<file path="src/rtl/spi_pkg.sv">
// Shared constants, state encoding and frame layout for the register SPI link.
package spi_pkg;

  localparam logic [7:0] SPI_SFD         = 8'hD5;
  localparam int         SPI_FRAME_BYTES = 5;
  localparam logic [7:0] SPI_ACK_BYTE    = 8'h00;

  // Byte positions inside one frame.
  localparam logic [2:0] BYTE_SFD0 = 3'd0;
  localparam logic [2:0] BYTE_SFD1 = 3'd1;
  localparam logic [2:0] BYTE_CMD  = 3'd2;
  localparam logic [2:0] BYTE_DHI  = 3'd3;
  localparam logic [2:0] BYTE_DLO  = 3'd4;

  typedef enum logic [2:0] {
    ST_IDLE      = 3'd0,
    ST_SETUP     = 3'd1,
    ST_SHIFT     = 3'd2,
    ST_GAP       = 3'd3,
    ST_HOLD      = 3'd4,
    ST_IDLE_WAIT = 3'd5
  } spi_state_e;

  // MOSI byte for a given frame position; positions past the frame give 0 so
  // the line rests low once the last byte is out.
  function automatic logic [7:0] frame_byte(input logic [2:0]  idx,
                                            input logic        we,
                                            input logic [6:0]  addr,
                                            input logic [15:0] wdata);
    logic [7:0] b;
    case (idx)
      BYTE_SFD0: b = SPI_SFD;
      BYTE_SFD1: b = SPI_SFD;
      BYTE_CMD:  b = {we, addr};
      BYTE_DHI:  b = wdata[15:8];
      BYTE_DLO:  b = wdata[7:0];
      default:   b = 8'h00;
    endcase
    return b;
  endfunction

endpackage

</file>
<file path="src/rtl/spi_master_shift.sv">
// 8-bit SPI mode-0 shift engine: SCK divider, MSB-first MOSI, MISO sampling
// on SCK rise through a 2-flop synchroniser.
//
// Handshake: load_i (any cycle, SCK low) copies din_i into the TX shifter so
// MOSI shows its MSB at once; start_i (only while the engine is idle) begins
// 8 SCK periods. byte_done_o is high for exactly one cycle, the cycle whose
// closing clk edge produces the 8th falling SCK edge; rx_o holds the full
// received byte during that cycle and until the next byte starts shifting.
module spi_master_shift #(
  parameter int CLK_DIV = 4
) (
  input  logic       clk,
  input  logic       rst_n,
  input  logic       load_i,
  input  logic [7:0] din_i,
  input  logic       start_i,
  input  logic       miso_i,
  output logic       sck_o,
  output logic       mosi_o,
  output logic [7:0] rx_o,
  output logic       byte_done_o
);

  localparam int             DW       = (CLK_DIV > 1) ? $clog2(CLK_DIV) : 1;
  localparam logic [DW-1:0]  DIV_LAST = DW'(CLK_DIV - 1);

  logic [DW-1:0] div_q;
  logic          sck_q;
  logic          active_q;
  logic [2:0]    bit_q;
  logic [7:0]    sh_q;
  logic [7:0]    rx_q;
  logic [1:0]    miso_sync_q;
  logic          half_end;

  assign half_end    = active_q && (div_q == '0);
  assign byte_done_o = half_end && sck_q && (bit_q == 3'd0);
  assign sck_o       = sck_q;
  assign mosi_o      = sh_q[7];
  assign rx_o        = rx_q;

  // Bring the asynchronous MISO line into the clk domain.
  always_ff @(posedge clk or negedge rst_n) begin
    if (!rst_n) miso_sync_q <= 2'b00;
    else        miso_sync_q <= {miso_sync_q[0], miso_i};
  end

  // Divider, SCK toggling, TX shift on fall and RX sample on rise.
  always_ff @(posedge clk or negedge rst_n) begin
    if (!rst_n) begin
      div_q    <= '0;
      sck_q    <= 1'b0;
      active_q <= 1'b0;
      bit_q    <= 3'd0;
      sh_q     <= 8'h00;
      rx_q     <= 8'h00;
    end else begin
      if (start_i) begin
        active_q <= 1'b1;
        div_q    <= DIV_LAST;
        bit_q    <= 3'd7;
        sck_q    <= 1'b0;
      end else if (active_q) begin
        if (div_q != '0) begin
          div_q <= div_q - DW'(1);
        end else begin
          div_q <= DIV_LAST;
          if (!sck_q) begin
            sck_q <= 1'b1;
            rx_q  <= {rx_q[6:0], miso_sync_q[1]};
          end else begin
            sck_q <= 1'b0;
            if (bit_q == 3'd0) begin
              active_q <= 1'b0;
            end else begin
              bit_q <= bit_q - 3'd1;
              sh_q  <= {sh_q[6:0], 1'b0};
            end
          end
        end
      end
      // A load never coincides with a shift: it only comes while idle or on
      // the final falling edge, where no shift happens.
      if (load_i) sh_q <= din_i;
    end
  end

endmodule

</file>
<file path="src/rtl/spi_master_access.sv">
// Frame controller for the register SPI initiator: accepts one bus request,
// sends {D5, D5, {we,addr}, wdata_hi, wdata_lo}, checks the slave echo bytes
// and returns the 16-bit read value.
//
// Request handshake: req is a level sampled only in IDLE; the cycle it is
// seen there the request is accepted (busy rises, csb falls) and the inputs
// are latched. done pulses for one cycle when the frame is complete, with
// rdata/err valid from then until the next done.
module spi_master_access
  import spi_pkg::*;
#(
  parameter int CLK_DIV  = 4,
  parameter int CS_SETUP = 16,
  parameter int BYTE_GAP = 8,
  parameter int CS_IDLE  = 32
) (
  input  logic        clk,
  input  logic        rst_n,
  input  logic        req,
  input  logic        we,
  input  logic [6:0]  addr,
  input  logic [15:0] wdata,
  output logic        busy,
  output logic        done,
  output logic [15:0] rdata,
  output logic        err,
  output logic        sck,
  output logic        csb,
  output logic        mosi,
  input  logic        miso,
  output spi_state_e  state
);

  // One timer serves every timed state; HOLD runs CLK_DIV+1 cycles so the
  // final cycle can register the result while SCK has rested CLK_DIV cycles.
  localparam int T01  = (CS_SETUP > BYTE_GAP) ? CS_SETUP : BYTE_GAP;
  localparam int T23  = (CS_IDLE > CLK_DIV + 1) ? CS_IDLE : CLK_DIV + 1;
  localparam int TMAX = (T01 > T23) ? T01 : T23;
  localparam int TW   = $clog2(TMAX + 1);

  spi_state_e  state_q, state_d;
  logic [TW-1:0] tmr_q, tmr_load;
  logic          tmr_done;
  logic [2:0]    idx_q;
  logic          we_q;
  logic [6:0]    addr_q;
  logic [15:0]   wdata_q;
  logic          busy_q, done_q, err_q, csb_q;
  logic [15:0]   rdata_q;
  logic          e1_q, e2_q;
  logic [7:0]    rhi_q, rlo_q;

  logic          accept, start, load, frame_end, byte_done;
  logic [7:0]    din, rx_byte;

  assign tmr_done = (tmr_q == '0);
  assign busy     = busy_q;
  assign done     = done_q;
  assign rdata    = rdata_q;
  assign err      = err_q;
  assign csb      = csb_q;
  assign state    = state_q;

  spi_master_shift #(.CLK_DIV(CLK_DIV)) u_shift (
    .clk         (clk),
    .rst_n       (rst_n),
    .load_i      (load),
    .din_i       (din),
    .start_i     (start),
    .miso_i      (miso),
    .sck_o       (sck),
    .mosi_o      (mosi),
    .rx_o        (rx_byte),
    .byte_done_o (byte_done)
  );

  // State register.
  always_ff @(posedge clk or negedge rst_n) begin
    if (!rst_n) state_q <= ST_IDLE;
    else        state_q <= state_d;
  end

  // Next-state logic for the frame sequence.
  always_comb begin
    state_d = state_q;
    case (state_q)
      ST_IDLE:      if (req)       state_d = ST_SETUP;
      ST_SETUP:     if (tmr_done)  state_d = ST_SHIFT;
      ST_SHIFT:     if (byte_done) state_d = (idx_q == 3'(SPI_FRAME_BYTES - 1)) ? ST_HOLD : ST_GAP;
      ST_GAP:       if (tmr_done)  state_d = ST_SHIFT;
      ST_HOLD:      if (tmr_done)  state_d = ST_IDLE_WAIT;
      ST_IDLE_WAIT: if (tmr_done)  state_d = ST_IDLE;
      default:                     state_d = ST_IDLE;
    endcase
  end

  // Per-state strobes, shift-engine controls and timer reload value.
  always_comb begin
    accept    = (state_q == ST_IDLE) && req;
    start     = ((state_q == ST_SETUP) || (state_q == ST_GAP)) && tmr_done;
    frame_end = (state_q == ST_HOLD) && tmr_done;
    load      = accept || byte_done;
    din       = accept ? SPI_SFD : frame_byte(idx_q + 3'd1, we_q, addr_q, wdata_q);
    case (state_d)
      ST_SETUP:     tmr_load = TW'(CS_SETUP - 1);
      ST_GAP:       tmr_load = TW'(BYTE_GAP - 1);
      ST_HOLD:      tmr_load = TW'(CLK_DIV);
      ST_IDLE_WAIT: tmr_load = TW'(CS_IDLE - 1);
      default:      tmr_load = '0;
    endcase
  end

  // Timer, request latch, byte index, echo checks and result registers.
  always_ff @(posedge clk or negedge rst_n) begin
    if (!rst_n) begin
      tmr_q   <= '0;
      idx_q   <= 3'd0;
      we_q    <= 1'b0;
      addr_q  <= 7'h00;
      wdata_q <= 16'h0000;
      busy_q  <= 1'b0;
      done_q  <= 1'b0;
      err_q   <= 1'b0;
      csb_q   <= 1'b1;
      rdata_q <= 16'h0000;
      e1_q    <= 1'b0;
      e2_q    <= 1'b0;
      rhi_q   <= 8'h00;
      rlo_q   <= 8'h00;
    end else begin
      done_q <= 1'b0;
      if (state_d != state_q)  tmr_q <= tmr_load;
      else if (!tmr_done)      tmr_q <= tmr_q - TW'(1);

      if (accept) begin
        we_q    <= we;
        addr_q  <= addr;
        wdata_q <= wdata;
        busy_q  <= 1'b1;
        csb_q   <= 1'b0;
        idx_q   <= 3'd0;
      end

      if (byte_done) begin
        idx_q <= idx_q + 3'd1;
        case (idx_q)
          BYTE_SFD1: e1_q  <= (rx_byte != SPI_SFD);
          BYTE_CMD:  e2_q  <= (rx_byte != SPI_ACK_BYTE);
          BYTE_DHI:  rhi_q <= rx_byte;
          BYTE_DLO:  rlo_q <= rx_byte;
          default: ;
        endcase
      end

      if (frame_end) begin
        csb_q   <= 1'b1;
        busy_q  <= 1'b0;
        done_q  <= 1'b1;
        rdata_q <= {rhi_q, rlo_q};
        err_q   <= e1_q | e2_q;
      end
    end
  end

endmodule

</file>
<file path="config.mk">
export PLATFORM = sky130hd
export DESIGN_NAME = spi_master_access
export DESIGN_NICKNAME = d
export VERILOG_FILES = /design/src/rtl/spi_pkg.sv /design/src/rtl/spi_master_shift.sv /design/src/rtl/spi_master_access.sv
export SDC_FILE = /design/constraint.sdc
export NUM_CORES = 1
export LEC_CHECK = 0
export CORE_MARGIN = 1.5
export CORE_UTILIZATION = 49
export DETAILED_ROUTE_END_ITERATION = 8
export PLACE_DENSITY = 0.79
export SLEW_MARGIN = 30
export SYNTH_ARGS = -nofsm -noshare
export SYNTH_HDL_FRONTEND = slang
export SYNTH_HIERARCHICAL = 1
export SYNTH_SLANG_ARGS = --single-unit
</file>
<file path="constraint.sdc">
create_clock -name clk -period 4 [get_ports clk]
set_clock_uncertainty 0.15 [all_clocks]
set_input_delay 0.8 -clock clk [delete_from_list [all_inputs] [get_ports clk]]
set_output_delay 0.8 -clock clk [all_outputs]
set_load 0.01 [all_outputs]
</file>
=== Word-level counts from Yosys, hierarchy flattened ===
Index checks and enable logic that the tools add are counted.

* Bits in registers: 99
* Bits of input ports: 28

* Add/subtract/negate cells: 4
* Equal/unequal tests: 25
* Mux-type cells: 42
* Bitwise logic cells: 4
* Reduce and logical (&&, ||, !) cells: 31

{| class="wikitable"
|+ Operators with widths
! kind !! count
|-
| 8-bit 2-to-1 mux || 7
|-
| 3-bit 2-to-1 mux || 13
|-
| 8-bit case mux with 4 select lines || 1
|-
| 3-bit by 2-bit == test with 1-bit output, second input constant || 7
|-
| 5-bit case mux with 4 select lines || 1
|-
| 3-bit == test, second input constant || 6
|-
| 3-bit case mux with 5 select lines || 1
|-
| 1-bit 2-to-1 mux || 14
|-
| 2-bit nonzero test || 7
|-
| 3-bit by 1-bit == test with 1-bit output, second input constant || 4
|-
| 6-bit 2-to-1 mux || 2
|-
| 2-bit AND reduction || 5
|-
| 3-bit zero test || 3
|-
| 2-bit != test, second input constant || 4
|-
| 8-bit != test, second input constant || 1
|-
| 4-bit AND reduction || 2
|-
| 8-bit nonzero test || 1
|-
| 1-bit logical AND || 6
|-
| 6-bit zero test || 1
|-
| 2-bit 2-to-1 mux || 3
|-
| 6-bit by 1-bit subtractor with 6-bit output, second input constant || 1
|-
| 5-bit AND reduction || 1
|-
| 2-bit by 1-bit != test with 1-bit output, second input constant || 2
|-
| 2-bit OR reduction || 2
|-
| 8 further kinds || 11
|}

=== Depth between registers and ports, before layout ===
* Depth after elaboration: 9
* Gate-level depth with buffers: 11

=== Modules after synthesis ===
The synthesis kept the hierarchy.

{| class="wikitable"
|+ By module, submodules not included
! module !! times used !! cells each !! area an instance (sq um) !! sequential area each (sq um)
|-
| spi_master_access || 1 || 315 || 3372.0 || 1853.0
|-
| spi_master_shift || 1 || 106 || 1206.2 || 625.6
|}

=== Least setup slack after synthesis ===
OpenSTA, ideal clock, no wires.

* Path kind: reg2reg
* From: register u_shift.bit_q[0]
* To: register tmr_q[1]
* Setup time: 0.083 ns
* Data arrival time: 2.135 ns
* Slack: 1.632 ns
* Cell stages (with the launch flop): 11
* Path buffers: 2
* Path through: dfrtp_1 inv_1 ha_1 nand2b_1 clkbuf_1 nor3_1 clkbuf_1 nand2_1 a2111oi_0 o31ai_1 o21ai_0

* Longest elaborated chain between the ends: 7
* Elaborated cells between the ends (all ways): 12
* Classes of those cells: eq/ne: 6; mux: 4; reduce/logical: 2

{| class="wikitable"
|+ RTL lines
! item !! line !! text
|-
| from (decl) || spi_master_shift.sv:30 || <nowiki>logic [2:0] bit_q;</nowiki>
|-
| from (signal assigned) || spi_master_shift.sv:76 || <nowiki>bit_q <= bit_q - 3'd1;</nowiki>
|-
| 3-bit zero test (*) || spi_master_shift.sv:37 || <nowiki>assign byte_done_o = half_end && sck_q && (bit_q == 3'd0);</nowiki>
|-
| 1-bit logical AND (*) || spi_master_shift.sv:37 ||
|-
| net byte_done || spi_master_access.sv:53 || <nowiki>logic accept, start, load, frame_end, byte_done;</nowiki>
|-
| 3-bit 2-to-1 mux (*) || spi_master_access.sv:89 || <nowiki>ST_SHIFT: if (byte_done) state_d = (idx_q == 3'(SPI_FRAME_BYTES - 1)) ? ST_HOLD : ST_GAP;</nowiki>
|-
| 3-bit case mux with 5 select lines (*) || spi_master_access.sv:86 || <nowiki>case (state_q)</nowiki>
|-
| 3-bit == test (tied with other cells) || spi_master_access.sv:104 || <nowiki>case (state_d)</nowiki>
|-
| 5-bit case mux with 4 select lines || spi_master_access.sv:104 ||
|-
| 6-bit 2-to-1 mux || spi_master_access.sv:132 || <nowiki>if (state_d != state_q) tmr_q <= tmr_load;</nowiki>
|-
| to (signal assigned) || spi_master_access.sv:132 ||
|-
| to (signal assigned) || spi_master_access.sv:133 || <nowiki>else if (!tmr_done) tmr_q <= tmr_q - TW'(1);</nowiki>
|-
| to (decl) || spi_master_access.sv:42 || <nowiki>logic [TW-1:0] tmr_q, tmr_load;</nowiki>
|}

The timed path passes the listed nets; every way through them passes the cells marked *.
A chain may end at the register's enable or synchronous reset.

=== Worst setup path after layout ===
* From: register u_shift.sck_q (netlist: u_shift/sck_o)
* To: register tmr_q[1]

* Longest elaborated chain between the ends: 7
* Elaborated cells between the ends (all ways): 12
* Classes of those cells: eq/ne: 6; mux: 4; reduce/logical: 2

{| class="wikitable"
|+ RTL lines
! item !! line !! text
|-
| from (decl) || spi_master_shift.sv:28 || <nowiki>logic sck_q;</nowiki>
|-
| from (signal assigned) || spi_master_shift.sv:52 || <nowiki>sck_q <= 1'b0;</nowiki>
|-
| from (signal assigned) || spi_master_shift.sv:62 || <nowiki>sck_q <= 1'b0;</nowiki>
|-
| from (signal assigned) || spi_master_shift.sv:69 || <nowiki>sck_q <= 1'b1;</nowiki>
|-
| 1-bit logical AND (*) (2 in a row) || spi_master_shift.sv:37 ||
|-
| net byte_done || spi_master_access.sv:53 ||
|-
| 3-bit 2-to-1 mux (*) || spi_master_access.sv:89 ||
|-
| 3-bit case mux with 5 select lines (*) || spi_master_access.sv:86 ||
|-
| 3-bit == test (tied with other cells) || spi_master_access.sv:104 ||
|-
| 5-bit case mux with 4 select lines || spi_master_access.sv:104 ||
|-
| 6-bit 2-to-1 mux || spi_master_access.sv:132 ||
|}

Marks and branches as above.

==> impl_metrics.env <==
export IMPL_status="finished clean"
export IMPL_track_usage_pct=19.60
export IMPL_cts_sinks=99
export IMPL_place_ws_ns=1.073
export IMPL_timing_hold_ws_ns=0.2135
export IMPL_reg2reg_to="tmr_q[1]"
export IMPL_root_buffer="clkbuf_8"
export IMPL_area_delta_synth_final_pct=17.52
export IMPL_yosysTopAreaCellShare_pct=53.57
export IMPL_antenna_found_initial=0
export IMPL_core_area_mm2=0.009153
export IMPL_hold_start="u_shift/miso_sync_q[0]"
export IMPL_wl_per_cell_um=15.39
export IMPL_min_period_over_period_pct=69.27
export IMPL_yosys_top_cells_area="dfrtp_1 (54%), mux2_2 (9.8%), nand2_1 (7.5%)"
export IMPL_chipWidth_um=99.66
export IMPL_stdcell_count=585
export IMPL_irDropWorstVdd_uv=164.0
export IMPL_cellPowerDensity_mw_per_mm2=327.8
export IMPL_nFillCells=753
export IMPL_synth_area_mm2=0.004578
export IMPL_setup_tns_ns=0
export IMPL_clkTransAtPathRegs_ns=0.10
export IMPL_clock_fmax_mhz=360.9
export IMPL_max_cap_violations=0
export IMPL_drtIter0Drc=176
export IMPL_worstReg2RegStart="u_shift/sck_o"
export IMPL_slew_viol_final=0
export IMPL_nets=508
export IMPL_hold_end="u_shift/miso_sync_q[1]"
export IMPL_die_area_mm2=0.009932
export IMPL_start_util_pct=50.02
export IMPL_first_pass_iters=7
export IMPL_rrSetupSlack_ns=1.23
export IMPL_tightest_slew_ns=0.8804
export IMPL_fin_crit_ns=2.771
export IMPL_p_leak_nw=2.571
export IMPL_diodes=0
export IMPL_hold_buffers=0
export IMPL_critPathMaxFanout=12
export IMPL_hold_class="flip-flop to flip-flop"
export IMPL_synth_top_flop_cell="dfrtp_1"
export IMPL_synth_area_leader_cell="dfrtp_1"
export IMPL_required_ns=4.14
export IMPL_synth_edff_count=0
export IMPL_seq_area_frac_synth_pct=54.14
export IMPL_synth_commonest_cells="dfrtp_1 (98), nand2_1 (91), mux2_2 (40), nor2_1 (17), o21ai_0 (17)"
export IMPL_power_mw=1.763
export IMPL_cp_start_kind="flip-flop"
export IMPL_syn_nets=460
export IMPL_synth_cells=421
export IMPL_reg2reg_depth=7
export IMPL_grt_pass1_wl_um=15440
export IMPL_io_pins=53
export IMPL_cts_resized=0
export IMPL_insertion_delay_ns=0.37
export IMPL_gp_congestion=0.8062
export IMPL_cts_setup_buffers=0
export IMPL_first_global_vias=3170
export IMPL_cts_tree="done"
export IMPL_drcViolationCount=0
export IMPL_ys_ff_latch=99
export IMPL_die_y_um=99.66
export IMPL_synth_cell_types=55
export IMPL_grt_max_degree=42
export IMPL_fin_ws_ns=1.229
export IMPL_synth_async_reset_ratio_pct=100.0
export IMPL_clockBufferDepth=2
export IMPL_h_tree_depth=3
export IMPL_routed_wl_um=9002
export IMPL_grt_overflow=0
export IMPL_crit_arrival_ns=2.91
export IMPL_hold_depth=0
export IMPL_rsz0062_at_grt="no"
export IMPL_finalHoldViolCount=0
export IMPL_cp_end_kind="flip-flop"
export IMPL_port_buffers=52
export IMPL_critPathKind="flip-flop to flip-flop"
export IMPL_row_count=35
export IMPL_relSlewSlack_pct=39.79
export IMPL_synth_area_per_cell_um2=10.87
export IMPL_post_synth_top_count_cell="dfrtp_1"
export IMPL_finalSetupViolations=0
export IMPL_via_count=3239
export IMPL_ant_nets=0
export IMPL_drive_gt1_share_pct=16.24
export IMPL_routed_via_density=5.537
export IMPL_synth_warnings=6
export IMPL_dpl_cell_count=569
export IMPL_hpwl_um=6152
export IMPL_numCtsBuffers=9
[state kept, by name, summed over array words and instances (netlist names), 2 cells and up]
register / flops
u_shift/sh_q: 8
rhi_q: 8
u_shift/div_q: 2
u_shift/miso_sync_q: 2
rdata: 16
rlo_q: 8
u_shift/rx_o: 8
idx_q: 3
wdata_q: 16
addr_q: 7
tmr_q: 6
state: 3
u_shift/bit_q: 3
[power by group]
part / internal, mW / total, mW / switching [mW]
Clock: 0.299 / 0.663 / 0.364
Combinational: 0.0361 / 0.0706 / 0.0345
Sequential: 1.02 / 1.03 / 0.0123
Total: 1.35 / 1.76 / 0.411
[layer usage]
metal | routed length, um | global-route usage [%] | part of all wire [%] | up-vias
met5 | 0 | 0 | 0 | -
met4 | 92 | 4.550 | 1.0 | 0
met3 | 368 | 4.638 | 4.1 | 8
met2 | 4330 | 30.51 | 48 | 62
met1 | 4211 | 28.05 | 47 | 1605
li1 | - | - | - | 1564
[how the worst max path moves through the flow]
stage,startpoint,endpoint,slack (ns)
after floorplan,u_shift/bit_q[0],tmr_q[1],1.63
final,u_shift/sck_o,tmr_q[1],1.23
after CTS,u_shift/sck_o,tmr_q[1],1.23
after detailed placement,req,u_shift/sh_q[5],1.07
after global placement,req,tmr_q[0],1.11
after global routing,u_shift/sck_o,tmr_q[1],1.05
[logic make-up after synthesis]
group	after synthesis	synth area share, %
AO/OA/AOI/OAI	75	11.56
XOR/XNOR	5	0.9565
adder cells (fa/ha/maj)	11	3.006
buffers and inverters	34	3.361
flip-flops	99	54.14
multiplexers	43	10.49
AND/OR/NAND/NOR	154	16.48
[cells in the final DEF (no fill, tap or decap), types with 2 or more instances in the layout]
cell type        count
inv_6                4
nand2b_1             4
dfrtp_1             98
o31ai_1             11
nor2_1              17
or3_1                2
and2_1               2
nor2b_1             10
o21ai_0             17
mux2i_1              3
nand3_1              5
xnor2_1              4
a211oi_1             7
a222oi_1             3
and3_1               3
nand2_1             91
buf_4                7
a21oi_1             12
a41oi_1              7
clkbuf_8             9
ha_1                11
mux2_2              40
a21o_1               2
a22o_1               5
nor3_1               5
inv_1               12
clkdlybuf4s50_1     51
a31oi_1              2
[area by class of cell]
class                   count  area, um2  share of cell area (%)
inverters                  13      48.80                  0.9070
repair buffers             58      563.0                   10.47
well taps                 111      138.9                   2.581
flip-flops and latches     99       2479                   46.07
multi-input cells         288       1946                   36.16
clock buffers               9      123.9                   2.302
clock inverters             7      81.33                   1.512
[worst max-delay path: stages, from the launching register on]
cell and delay [ns]:
dfrtp_1 0.72, inv_2 0.21, nor3_1 0.24, buf_4 0.21, nand2_1 0.10, a2111oi_0 0.81
o31ai_1 0.14, o21ai_0 0.11
[through the flow]
| stage | util, % | cell area, um2 |
|---|---|---|
| floorplan | - | 4578 |
| global placement | 56.54 | 5175 |
| detailed placement | 56.54 | 5175 |
| CTS | 58.78 | 5380 |
| global route | 58.78 | 5380 |
| finish | 58.78 | 5380 |
Note: power is estimated with default switching activity, not from simulation.
